File: src/rtl/mem_bus_pkg.sv
// Shared types and defaults for the two-master memory bus arbiter.
// State encoding and bus width defaults live here.
package mem_bus_pkg;

  localparam int DEF_ADDR_W = 32;
  localparam int DEF_DATA_W = 32;

  typedef enum logic [1:0] {
    IDLE,
    ACCESS,
    RESP
  } state_t;

endpackage

File: src/rtl/rr_pick2.sv
// Two-way round-robin picker.
// When both request, the one not granted last wins.
module rr_pick2 (
  input  logic [1:0] req,
  input  logic       last_grant,
  output logic       valid,
  output logic       winner
);

  always_comb begin
    valid  = |req;
    winner = (&req) ? ~last_grant : req[1];
  end

endmodule

File: src/rtl/mem_bus_arbiter.sv
// Round-robin arbiter sharing one memory bus between two masters.
// Each transaction is grant, one ACCESS cycle, one RESP cycle.
module mem_bus_arbiter
  import mem_bus_pkg::*;
#(
  parameter int ADDR_W = DEF_ADDR_W,
  parameter int DATA_W = DEF_DATA_W
) (
  input  logic              clk,
  input  logic              rst,
  input  logic              m0_req,
  input  logic              m0_we,
  input  logic [ADDR_W-1:0] m0_addr,
  input  logic [DATA_W-1:0] m0_wdata,
  output logic              m0_done,
  output logic [DATA_W-1:0] m0_rdata,
  input  logic              m1_req,
  input  logic              m1_we,
  input  logic [ADDR_W-1:0] m1_addr,
  input  logic [DATA_W-1:0] m1_wdata,
  output logic              m1_done,
  output logic [DATA_W-1:0] m1_rdata,
  output logic [ADDR_W-1:0] bus_address,
  output logic              bus_readEnable,
  output logic              bus_writeEnable,
  output logic [DATA_W-1:0] bus_writeData,
  input  logic [DATA_W-1:0] bus_readData,
  output logic              grant_id
);

  state_t            state;
  logic              weLat;
  logic              pickValid;
  logic              pickWinner;
  logic              selWe;
  logic [ADDR_W-1:0] selAddr;
  logic [DATA_W-1:0] selWdata;

  rr_pick2 uPick (
    .req        ({m1_req, m0_req}),
    .last_grant (grant_id),
    .valid      (pickValid),
    .winner     (pickWinner)
  );

  always_comb begin
    selWe    = pickWinner ? m1_we    : m0_we;
    selAddr  = pickWinner ? m1_addr  : m0_addr;
    selWdata = pickWinner ? m1_wdata : m0_wdata;
  end

  // Strobes and done are registered, so they line up with ACCESS/RESP.
  always_ff @(posedge clk or negedge rst) begin
    if (!rst) begin
      state           <= IDLE;
      weLat           <= 1'b0;
      grant_id        <= 1'b1;
      bus_address     <= '0;
      bus_writeData   <= '0;
      bus_readEnable  <= 1'b0;
      bus_writeEnable <= 1'b0;
      m0_done         <= 1'b0;
      m1_done         <= 1'b0;
      m0_rdata        <= '0;
      m1_rdata        <= '0;
    end else begin
      bus_readEnable  <= 1'b0;
      bus_writeEnable <= 1'b0;
      m0_done         <= 1'b0;
      m1_done         <= 1'b0;
      unique case (state)
        IDLE: begin
          if (pickValid) begin
            grant_id        <= pickWinner;
            weLat           <= selWe;
            bus_address     <= selAddr;
            bus_writeData   <= selWdata;
            bus_readEnable  <= ~selWe;
            bus_writeEnable <= selWe;
            state           <= ACCESS;
          end
        end
        ACCESS: begin
          m0_done <= ~grant_id;
          m1_done <= grant_id;
          if (!weLat) begin
            if (grant_id) m1_rdata <= bus_readData;
            else          m0_rdata <= bus_readData;
          end
          state <= RESP;
        end
        RESP: begin
          state <= IDLE;
        end
        default: begin
          state <= IDLE;
        end
      endcase
    end
  end

endmodule

File: config.mk
export PLATFORM = sky130hd
export DESIGN_NAME = mem_bus_arbiter
export DESIGN_NICKNAME = d
export VERILOG_FILES = /design/src/rtl/mem_bus_pkg.sv /design/src/rtl/rr_pick2.sv /design/src/rtl/mem_bus_arbiter.sv
export SDC_FILE = /design/constraint.sdc
export NUM_CORES = 1
export LEC_CHECK = 0
export ABC_AREA = 1
export BUFFER_PORTS_ARGS = -buffer_cell sky130_fd_sc_hd__buf_4
export CELL_PAD_IN_SITES_DETAIL_PLACEMENT = 1
export CELL_PAD_IN_SITES_GLOBAL_PLACEMENT = 1
export CORE_ASPECT_RATIO = 0.5
export CORE_UTILIZATION = 29
export DETAILED_ROUTE_END_ITERATION = 8
export PLACE_DENSITY = 0.74
export SLEW_MARGIN = 10
export SYNTH_ARGS = -nofsm -noshare
export SYNTH_HDL_FRONTEND = slang
export SYNTH_SLANG_ARGS = --single-unit
File: constraint.sdc
create_clock -name clk -period 1.38 [get_ports clk]
set_clock_uncertainty 0.05 [all_clocks]
set_input_delay 0.069 -clock clk [delete_from_list [all_inputs] [get_ports clk]]
set_output_delay 0.069 -clock clk [all_outputs]
set_load 0.03 [all_outputs]
==> flow_metrics.py, run 1 <==
metrics = {
    "setup_path": {
        "timing.critical_path.arrival_ns": 1.75,
        "timing.critical_path.slowest_stage_cell": "sky130_fd_sc_hd__dfstp_2",
        "largest_driver_fanout_on_the_critical_path": 5,
        "critical_path_cell_by_cell": "nand2_4, nand2_8, clkbuf_16, nand2_1, nand3_1, nand2_1",
        "crit_required_ns": 1.63,
        "setup.worst_path.end_class": "register",
        "critical_path.startpoint_type": "register",
        "crit_top_cell": "sky130_fd_sc_hd__nand2_1",
        "path_class": "reg2reg",
        "cp_slowest_stage_delay_ns": 0.60,
        "r2r_cells": 6,
    },
    "placement": {
        "gpl.final_weighted_congestion": 0.783,
        "portBuffers": 298,
        "dpl_worst_slack_ns": -0.0528,
        "place.detailed.hpwl_mm": 15.9,
    },
    "die": {
        "core.rowCount": 37,
        "die_area_um2": 22300,
        "die_w_um": 210,
        "fp.coreArea_um2": 20900,
        "fp.dieH_um": 106,
        "io-pin-count": 299,
        "initial_core_util_pct": 30.1,
    },
    "power": {
        "internal-power_mw": 14.3,
        "leakage_nw": 6.52,
        "net-switching-power_mw": 12.4,
        "power.clock.fraction_pct": 18.1,
        "seq_power_share_pct": 28.0,
        "p_per_area_nw_per_um2": 2250,
        "vdd.ir_drop.worst_mv": 0.977,
        "combinationalPowerShare_pct": 54.0,
        "sw_frac_of_total_pct": 46.5,
    },
    "final_layout": {
        "area.growth.synth_to_final_pct": 89.0,
        "final_common_cell": "sky130_fd_sc_hd__buf_4",
        "fraction_of_final_layout_cells_with_drive_strength_greater_than_1_pct": 32.8,
        "multi_input_area_um2": 2310,
        "net_total_in_the_final_layout": 1456,
        "final_cell_mix": "sky130_fd_sc_hd__buf_4 (306), sky130_fd_sc_hd__nand2_1 (231), sky130_fd_sc_hd__inv_1 (166)",
        "register_area_um2": 3400,
        "fillers": 2420,
    },
    "job": {
        "cap_viol_max_count": 0,
    },
    "logic_synthesis": {
        "synthCells": 820,
        "synth-warning-count": 0,
        "post_synth.cell_area_avg_um2": 7.67,
        "synth.ff_latch_count": 136,
        "syn_nets": 986,
        "mappedNetlistArea_um2": 6290,
        "synth_seq_area_share_pct": 54.2,
        "ys_types": 15,
    },
    "clock_network": {
        "tritoncts_sinks": 136,
        "clockRootBuffer": "sky130_fd_sc_hd__clkbuf_16",
        "clk_path_buf_depth": 2,
        "cts_inserted_buffers": 17,
        "clock_pin_slew_on_the_worst_setup_and_hold_paths_ns": 0.06,
        "clk-insertion-delay-late_ns": 0.41,
        "cts_tree": "built",
        "h-tree-depth": 4,
    },
    "drt": {
        "drtIter0Drc": 442,
        "routed_wirelength_mm": 32.7,
        "route.vias.total": 7703,
        "drc": 0,
        "routedWlPerCell_um": 20.5,
        "dr.pass1.iters": 5,
        "viasPerCell": 4.82,
        "ant_nets": 0,
        "routedLengthMet1_mm": 12.6,
        "route.top_layer_used": "met4",
        "routed-wl-met3_mm": 1.43,
        "detailroute.wirelength.met2_mm": 16.7,
    },
    "sta": {
        "rsz_0062_raised_after_global_routing": "yes",
        "count_of_endpoints_failing_setup_in_the_final_report": 85,
        "post-route-worst-setup-slack_ns": -0.127,
        "worstMarginPinSlew_ns": 0.476,
        "final_max_slew_viol_count": 0,
        "fmax_mhz": 664,
        "hold_viol": 0,
        "post-route-period-util_pct": 109,
        "final.hold.worst_slack_ns": 0.00188,
        "timing.final.crit_period_ns": 1.51,
        "maxSlewHeadroom_pct": 68.2,
    },
    "run_status": {
        "outcome": "finished with violations",
        "failing_checks": "setup timing",
    },
    "grt": {
        "grt_remaining_overflow": 0,
        "grt_antenna_before_repair": 5,
        "grt_pass1_vias": 8412,
        "global_route_wire_length_before_repair_mm": 46.3,
        "grt_util_all_layers_pct": 27.1,
        "maximum_number_of_pins_on_one_net_before_global_route_repair": 50,
    },
    "hold_path": {
        "whs_path_depth": 5,
        "timing.hold.worst.class": "in2reg",
    },
}
## path summary, 6_finish.rpt
path	startpoint	endpoint	slack, ns
setup / recovery	grant_id$_DFFE_PN1P_	bus_writeData[13]$_DFFE_PN0P_	-0.13
hold reg to reg	bus_address[20]$_DFFE_PN0P_	bus_address[20]$_DFFE_PN0P_	0.43
setup reg to reg	grant_id$_DFFE_PN1P_	bus_writeData[13]$_DFFE_PN0P_	-0.13
hold / removal	m1_addr[7]	bus_address[7]$_DFFE_PN0P_	0.002
max in group asynchronous	rst	grant_id$_DFFE_PN1P_	0.58
min in group asynchronous	rst	m0_rdata[0]$_DFFE_PN0P_	0.11
## per-stage QoR
step                setup TNS (ns)  total power, mW  instances  utilization [%]  cell area, µm²
global placement                 0             19.2       1383             42.9            8960
floorplan                   -0.746             14.3        820                -            6350
detailed placement          -0.167             19.5       1383             42.9            8960
CTS                         -0.134             25.1       1580             54.2           11300
finish                       -5.67             26.7       1599             56.9           11900
global route                -11.36             28.0       1599             56.9           11900
## state kept, by name (all words and copies together), names as in the netlist
register,flops
bus_address,32
bus_writeData,32
m0_rdata,32
m1_rdata,32
state,2
bus_readEnable,1
bus_writeEnable,1
grant_id,1
m0_done,1
m1_done,1
weLat,1
## what timing repair did
| action | in CTS | in global routing |
|---|---|---|
| buffers inserted | 1 | 3 |
| endpoints found under the hold margin | 266 | 0 |
| gates cloned | 3 | 11 |
| endpoints found under the setup margin | 34 | 128 |
| gates resized for setup | 11 | 87 |
| pin swaps | 2 | 6 |
| hold buffers | 162 | 0 |
## critical path, delay by kind of cell (launching register included)
family	cells	cell delay (ns)
DFF	1	0.60
buffers and inverters	1	0.17
and+or+nand+nor	5	0.56
## kinds of logic (layout without fill, tap and decap cells)
logic type / Yosys count / count (layout) / share of synthesized area [%]
buffers and inverters: 214 / 695 / 13.6
AND/OR/NAND/NOR: 403 / 404 / 26.9
flip-flops: 136 / 136 / 54.2
other: 0 / 5 / 0
AO/OA/AOI/OAI: 67 / 67 / 5.39
## layout make-up
type                    instances  area share, %
flip-flops and latches        136           28.7
diodes                          5          0.105
repair buffers                497           38.3
clock buffers                  18           3.70
clock inverters                13           1.44
multi-input cells             471           19.5
inverters                     167           5.28
well taps                     292           3.08
## metal layers
| layer | up-vias | track usage, % |
|---|---|---|
| met2 | 346 | 48.2 |
| li1 | 3433 | - |
| met3 | 145 | 5.73 |
| met4 | 0 | 18.2 |
| met5 | - | 0 |
| met1 | 3779 | 29.3 |
## power groups by stage
stage,registers (mW),clock network [mW],logic [mW]
floorplan,10.9,0,3.38
global placement,7.19,0,12.0
detailed placement,7.25,0,12.3
CTS,7.24,4.90,12.9
global route,7.67,5.10,15.2
finish,7.46,4.82,14.4
## synthesized netlist by cell type (all sizes together)
| library cell | n | share of area [%] |
|---|---|---|
| nand3 | 130 | 10 |
| nand2 | 265 | 16 |
| dfrtp | 135 | 54 |
| nor2 | 8 | 0.60 |
| dfstp | 1 | 0.42 |
| a21oi | 1 | 0.080 |
| clkbuf | 18 | 1.1 |
| o21ai | 66 | 5.3 |
| inv | 167 | 10 |
| buf | 29 | 2.5 |
(Power assumes the default switching activity.)
==> inputs of run 2 (changes only) <==
Settings changed: CORE_ASPECT_RATIO 0.5 to default.
Clock period 1.38 ns to 1.22 ns, I/O delays scaled along.
==> run 2 against run 1 <==
Net effect: the run still ends with setup timing left; cell count decreased by 0.38%; utilization decreased by 1.5 points; routed wire length decreased by 13%; largest power group unchanged; power increased by 9.1%; critical path type unchanged; first-iteration DRC count decreased by 47%; highest routed layer unchanged; critical endpoint is now m1_rdata[4]$_DFFE_PN0P_.
==> flow_metrics.py, run 2 (synthesis results as in run 1) <==
metrics = {
    "clock_network": {
        "clock_pin_slew_on_the_worst_setup_and_hold_paths_ns": 0.07,
        "tritoncts_sinks": 136,
        "cts_inserted_buffers": 17,
        "cts_tree": "built",
        "clockRootBuffer": "sky130_fd_sc_hd__clkbuf_16",
        "h-tree-depth": 4,
        "clk-insertion-delay-late_ns": 0.41,
        "clk_path_buf_depth": 2,
    },
    "drt": {
        "drtIter0Drc": 236,
        "drc": 0,
        "routedWlPerCell_um": 17.8,
        "dr.pass1.iters": 4,
        "ant_nets": 0,
        "routed_wirelength_mm": 28.4,
        "route.vias.total": 7413,
        "viasPerCell": 4.65,
    },
    "grt": {
        "grt_antenna_before_repair": 3,
        "grt_util_all_layers_pct": 25.2,
        "global_route_wire_length_before_repair_mm": 43.0,
        "maximum_number_of_pins_on_one_net_before_global_route_repair": 43,
        "grt_remaining_overflow": 0,
        "grt_pass1_vias": 8142,
    },
    "setup_path": {
        "cp_slowest_stage_delay_ns": 0.59,
        "critical_path_depth": 6,
        "setup.worst_path.end_class": "register",
        "end_point_of_the_critical_path": "m1_rdata[4]$_DFFE_PN0P_",
        "largest_driver_fanout_on_the_critical_path": 34,
        "timing.critical_path.slowest_stage_cell": "sky130_fd_sc_hd__dfstp_2",
        "timing.critical_path.max_delay_family": "flip-flops",
        "worst_r2r_endpoint": "m1_rdata[4]$_DFFE_PN0P_",
        "critical_path.startpoint_type": "register",
        "worst_setup_path_startpoint": "grant_id$_DFFE_PN1P_",
        "r2r_cells": 6,
        "path_class": "reg2reg",
        "ff2ff_setup_slack_ns": -0.21,
        "path_buf_inv": 2,
        "crit_required_ns": 1.46,
        "critical_path.reg2reg.startpoint": "grant_id$_DFFE_PN1P_",
        "critical_path_cell_by_cell": "inv_2, nor2_4, nand2_4, buf_12, nand2_1, o21ai_1",
        "timing.critical_path.arrival_ns": 1.67,
    },
    "die": {
        "fp.coreArea_um2": 21200,
        "fp.dieH_um": 149,
        "die_area_um2": 22300,
        "die_w_um": 149,
        "io-pin-count": 299,
        "core.rowCount": 53,
        "initial_core_util_pct": 29.7,
    },
    "sta": {
        "final.hold.worst_slack_ns": 0.0904,
        "final_max_slew_viol_count": 0,
        "rsz_0062_raised_after_global_routing": "yes",
        "fmax_mhz": 701,
        "setup_tns_ns": -15.85,
        "maxSlewHeadroom_pct": 70.6,
        "timing.final.crit_period_ns": 1.43,
        "post-route-period-util_pct": 117,
        "hold_viol": 0,
        "post-route-worst-setup-slack_ns": -0.206,
        "worstMarginPinSlew_ns": 0.441,
        "count_of_endpoints_failing_setup_in_the_final_report": 133,
    },
    "final_layout": {
        "fillers": 2458,
        "layout.core_utilization_pct": 55.4,
        "register_area_um2": 3400,
        "fraction_of_final_layout_cells_with_drive_strength_greater_than_1_pct": 32.1,
        "final_cell_mix": "sky130_fd_sc_hd__buf_4 (313), sky130_fd_sc_hd__nand2_1 (246), sky130_fd_sc_hd__inv_1 (166)",
        "area.growth.synth_to_final_pct": 86.5,
        "final_common_cell": "sky130_fd_sc_hd__buf_4",
        "multi_input_area_um2": 2220,
        "net_total_in_the_final_layout": 1465,
    },
    "job": {
        "cap_viol_max_count": 0,
    },
    "placement": {
        "portBuffers": 298,
        "place.detailed.hpwl_mm": 15.9,
        "gpl.final_weighted_congestion": 0.767,
    },
    "power": {
        "p_per_area_nw_per_um2": 2480,
        "leakage_nw": 6.50,
        "vdd.ir_drop.worst_mv": 0.922,
    },
    "run_status": {
        "failing_checks": "setup timing",
        "outcome": "finished with violations",
    },
    "hold_path": {
        "timing.hold.worst.class": "in2async",
    },
}
==> run 2: worst min path at each step <==
stage | from | endpoint | slack, ns
3_5_place_dp | rst | m1_rdata[17]$_DFFE_PN0P_ | -0.03
2_1_floorplan | rst | bus_address[0]$_DFFE_PN0P_ | -0.28
5_1_grt | rst | m1_rdata[17]$_DFFE_PN0P_ | 0.11
3_3_place_gp | rst | m1_rdata[10]$_DFFE_PN0P_ | -0.03
4_1_cts | rst | m1_rdata[17]$_DFFE_PN0P_ | 0.09
6_report | rst | m1_rdata[17]$_DFFE_PN0P_ | 0.09
==> run 2: cell type report <==
cell class | count | share of cell area [%]
inverter | 167 | 5.35
antenna | 6 | 0.128
multi-input combinational | 470 | 18.9
timing repair buffer | 507 | 38.9
clock buffer | 17 | 3.63
clock inverter | 15 | 1.12
tap | 275 | 2.94
sequential | 136 | 29.0
==> run 2: per-layer routing <==
layer | vias up | share of wire [%] | track usage [%]
met5 | - | 0 | 0
met2 | 314 | 51 | 45.3
li1 | 3445 | - | -
met3 | 69 | 6.0 | 5.32
met1 | 3585 | 39 | 28.1
met4 | 0 | 3.6 | 12.0
==> run 2: report_power, final <==
part	total [mW]	switching [mW]	internal (mW)	leakage [nW]
combinational	15.9	9.76	6.17	4.58
sequential	8.22	1.43	6.80	1.66
clock	4.97	2.28	2.69	0.267
total	29.1	13.5	15.7	6.50
==> run 2: what timing repair did <==
| action | CTS | global route |
|---|---|---|
| gates resized for setup | 20 | 45 |
| endpoints found under the setup margin | 133 | 133 |
| hold endpoints to repair | 266 | 0 |
| setup buffers | 3 | 5 |
| hold buffers | 163 | 0 |
| gates cloned | 6 | 2 |
| pin swaps | 1 | 2 |
==> run 2: per-stage QoR <==
step / cells / instance area [µm²] / total power, mW / setup slack [ns]
2_1_floorplan: 820 / 6450 / 16.4 / -0.164
3_3_place_gp: 1376 / 9040 / 22.0 / -0.159
3_5_place_dp: 1376 / 9040 / 22.3 / -0.181
4_1_cts: 1580 / 11400 / 28.4 / -0.175
5_1_grt: 1591 / 11700 / 30.8 / -0.293
6_report: 1593 / 11700 / 29.1 / -0.206
==> inputs of run 3 (changes only) <==
Settings changed: GPL_TIMING_DRIVEN from default to 0.
==> run 3 against run 2 <==
Net effect: the run still ends with setup timing left; routed wire length grew 5.6%; fmax down 5.8%; design area up 3.9%; setup slack lost 0.088 ns; worst hold slack improved by 0.030 ns; critical path depth up 1; utilization increased by 2.2 points; power increased by 2.6%; clock power grew 5.4%; register-to-register slack got worse by 0.09 ns; die area unchanged; critical path type unchanged.
==> flow_metrics.py, run 3 (synthesis results as in run 1) <==
metrics = {
    "power": {
        "p_per_area_nw_per_um2": 2450,
        "vdd.ir_drop.worst_mv": 0.845,
        "leakage_nw": 6.69,
        "post-layout-total-power_mw": 29.9,
    },
    "final_layout": {
        "final_common_cell": "sky130_fd_sc_hd__buf_4",
        "fraction_of_final_layout_cells_with_drive_strength_greater_than_1_pct": 37.8,
        "final_cell_mix": "sky130_fd_sc_hd__buf_4 (308), sky130_fd_sc_hd__nand2_1 (212), sky130_fd_sc_hd__inv_1 (166)",
        "final_design_area_no_fill_um2": 12200,
        "net_total_in_the_final_layout": 1485,
        "area.growth.synth_to_final_pct": 93.7,
    },
    "setup_path": {
        "setup.worst_path.end_class": "register",
        "critical_path.startpoint_type": "register",
        "timing.critical_path.arrival_ns": 1.78,
        "worst_r2r_endpoint": "bus_address[13]$_DFFE_PN0P_",
        "largest_driver_fanout_on_the_critical_path": 7,
        "r2r_cells": 7,
        "crit_required_ns": 1.48,
        "path_class": "reg2reg",
        "ff2ff_setup_slack_ns": -0.29,
        "critical_path.reg2reg.startpoint": "grant_id$_DFFE_PN1P_",
    },
    "hold_path": {
        "timing.hold.worst.class": "in2async",
    },
    "sta": {
        "hold_viol": 0,
        "fmax_mhz": 661,
        "worstMarginPinSlew_ns": 0.623,
        "post-route-period-util_pct": 124,
        "maxSlewHeadroom_pct": 58.5,
        "rsz_0062_raised_after_global_routing": "yes",
        "count_of_endpoints_failing_setup_in_the_final_report": 133,
        "final.hold.worst_slack_ns": 0.121,
        "post-route-worst-setup-slack_ns": -0.293,
        "final_max_slew_viol_count": 0,
        "timing.final.crit_period_ns": 1.51,
    },
    "drt": {
        "routedWlPerCell_um": 18.6,
        "route.vias.total": 7518,
        "drc": 0,
        "routed_wirelength_mm": 30.0,
        "dr.pass1.iters": 4,
        "viasPerCell": 4.66,
        "drtIter0Drc": 182,
        "ant_nets": 0,
    },
    "clock_network": {
        "cts_tree": "built",
        "clk_path_buf_depth": 2,
        "clockRootBuffer": "sky130_fd_sc_hd__clkbuf_16",
        "h-tree-depth": 4,
        "clk-insertion-delay-late_ns": 0.42,
        "tritoncts_sinks": 136,
        "cts_inserted_buffers": 17,
        "clock_pin_slew_on_the_worst_setup_and_hold_paths_ns": 0.07,
    },
    "placement": {
        "portBuffers": 298,
        "place.detailed.hpwl_mm": 16.8,
        "dpl_cell_area_um2": 9060,
        "gpl.final_weighted_congestion": 0.792,
    },
    "grt": {
        "maximum_number_of_pins_on_one_net_before_global_route_repair": 73,
        "global_route_wire_length_before_repair_mm": 43.1,
        "grt_pass1_vias": 8310,
        "grt_remaining_overflow": 0,
        "grt_util_all_layers_pct": 25.2,
        "grt_antenna_before_repair": 4,
    },
    "run_status": {
        "failing_checks": "setup timing",
        "outcome": "finished with violations",
    },
    "die": {
        "fp.dieH_um": 149,
        "die_area_um2": 22300,
        "die_w_um": 149,
        "io-pin-count": 299,
        "initial_core_util_pct": 29.7,
        "core.rowCount": 53,
        "fp.coreArea_um2": 21200,
    },
    "job": {
        "cap_viol_max_count": 0,
    },
}
-- run 3: cell types whose count changed in the layout (fill, tap and decap cells not counted), sizes merged --
cell | before | now
clkbuf | 19 | 36
bufinv | 0 | 1
buf | 341 | 344
nand2 | 265 | 266
clkinvlp | 3 | 4
inv | 176 | 177
clkinv | 3 | 0
bufbuf | 1 | 0
-- run 3: cell type report --
type                       instances  area (µm²)
antenna                            6        15.0
buffer                            47         494
clock buffer                      17         425
clock inverter                    15         155
fill                            2476        8980
inverter                         167         627
multi-input combinational        471        2530
sequential                       136        3400
tap                              275         344
timing repair buffer             479        4180
-- run 3: how the worst max path moves through the flow --
stage                         start                            end  slack, ns  depth (start not counted)
2_1_floorplan  grant_id$_DFFE_PN1P_    bus_address[10]$_DFFE_PN0P_      -0.16                          7
3_3_place_gp                    rst   bus_writeData[7]$_DFFE_PN0P_      -0.62                          1
3_5_place_dp   grant_id$_DFFE_PN1P_  bus_writeData[29]$_DFFE_PN0P_      -0.28                          7
4_1_cts        grant_id$_DFFE_PN1P_     bus_address[3]$_DFFE_PN0P_      -0.26                          7
5_1_grt        state[0]$_DFFE_PN0P_    bus_address[13]$_DFFE_PN0P_      -0.37                          7
6_report       grant_id$_DFFE_PN1P_    bus_address[13]$_DFFE_PN0P_      -0.29                          7
-- run 3: timing repair --
action                     4_1_cts  5_1_grt
buffers inserted                 4        6
cloned                           0        8
hold endpoints to repair       195        0
pin swaps                        1       30
resized for setup               17      162
hold buffers                   163        0
setup endpoints to repair      133      134
-- run 3: worst max-delay path, stage by stage, from the launching register on --
cell,delay (ns)
sky130_fd_sc_hd__dfstp_2,0.63
sky130_fd_sc_hd__nand2_4,0.11
sky130_fd_sc_hd__nand2_8,0.10
sky130_fd_sc_hd__buf_12,0.15
sky130_fd_sc_hd__clkbuf_16,0.16
sky130_fd_sc_hd__nand2_4,0.05
sky130_fd_sc_hd__nand3_2,0.07
sky130_fd_sc_hd__nand2_1,0.07
-- run 3: where the power goes --
part | internal [mW] | leakage [nW] | switching (mW)
Sequential | 6.80 | 1.66 | 1.45
Combinational | 6.20 | 4.76 | 10.2
Clock | 2.89 | 0.274 | 2.35
Total | 15.9 | 6.69 | 14.0
-- run 3: through the flow --
step / utilization [%] / setup slack [ns] / setup TNS, ns / cells
floorplan: - / -0.164 / -16.70 / 820
global placement: 42.7 / -0.621 / -105.84 / 1393
detailed placement: 42.9 / -0.275 / -27.36 / 1394
CTS: 53.8 / -0.259 / -23.97 / 1593
global route: 57.5 / -0.369 / -34.28 / 1611
finish: 57.6 / -0.293 / -26.23 / 1613
-- run 3: metal layers --
| metal | global-route usage, % | vias to the layer above | wire (µm) |
|---|---|---|---|
| met4 | 12.3 | 0 | 1080 |
| met2 | 45.6 | 280 | 16000 |
| met5 | 0 | - | 0 |
| met3 | 6.02 | 78 | 1690 |
| met1 | 27.5 | 3674 | 11200 |
| li1 | - | 3486 | - |
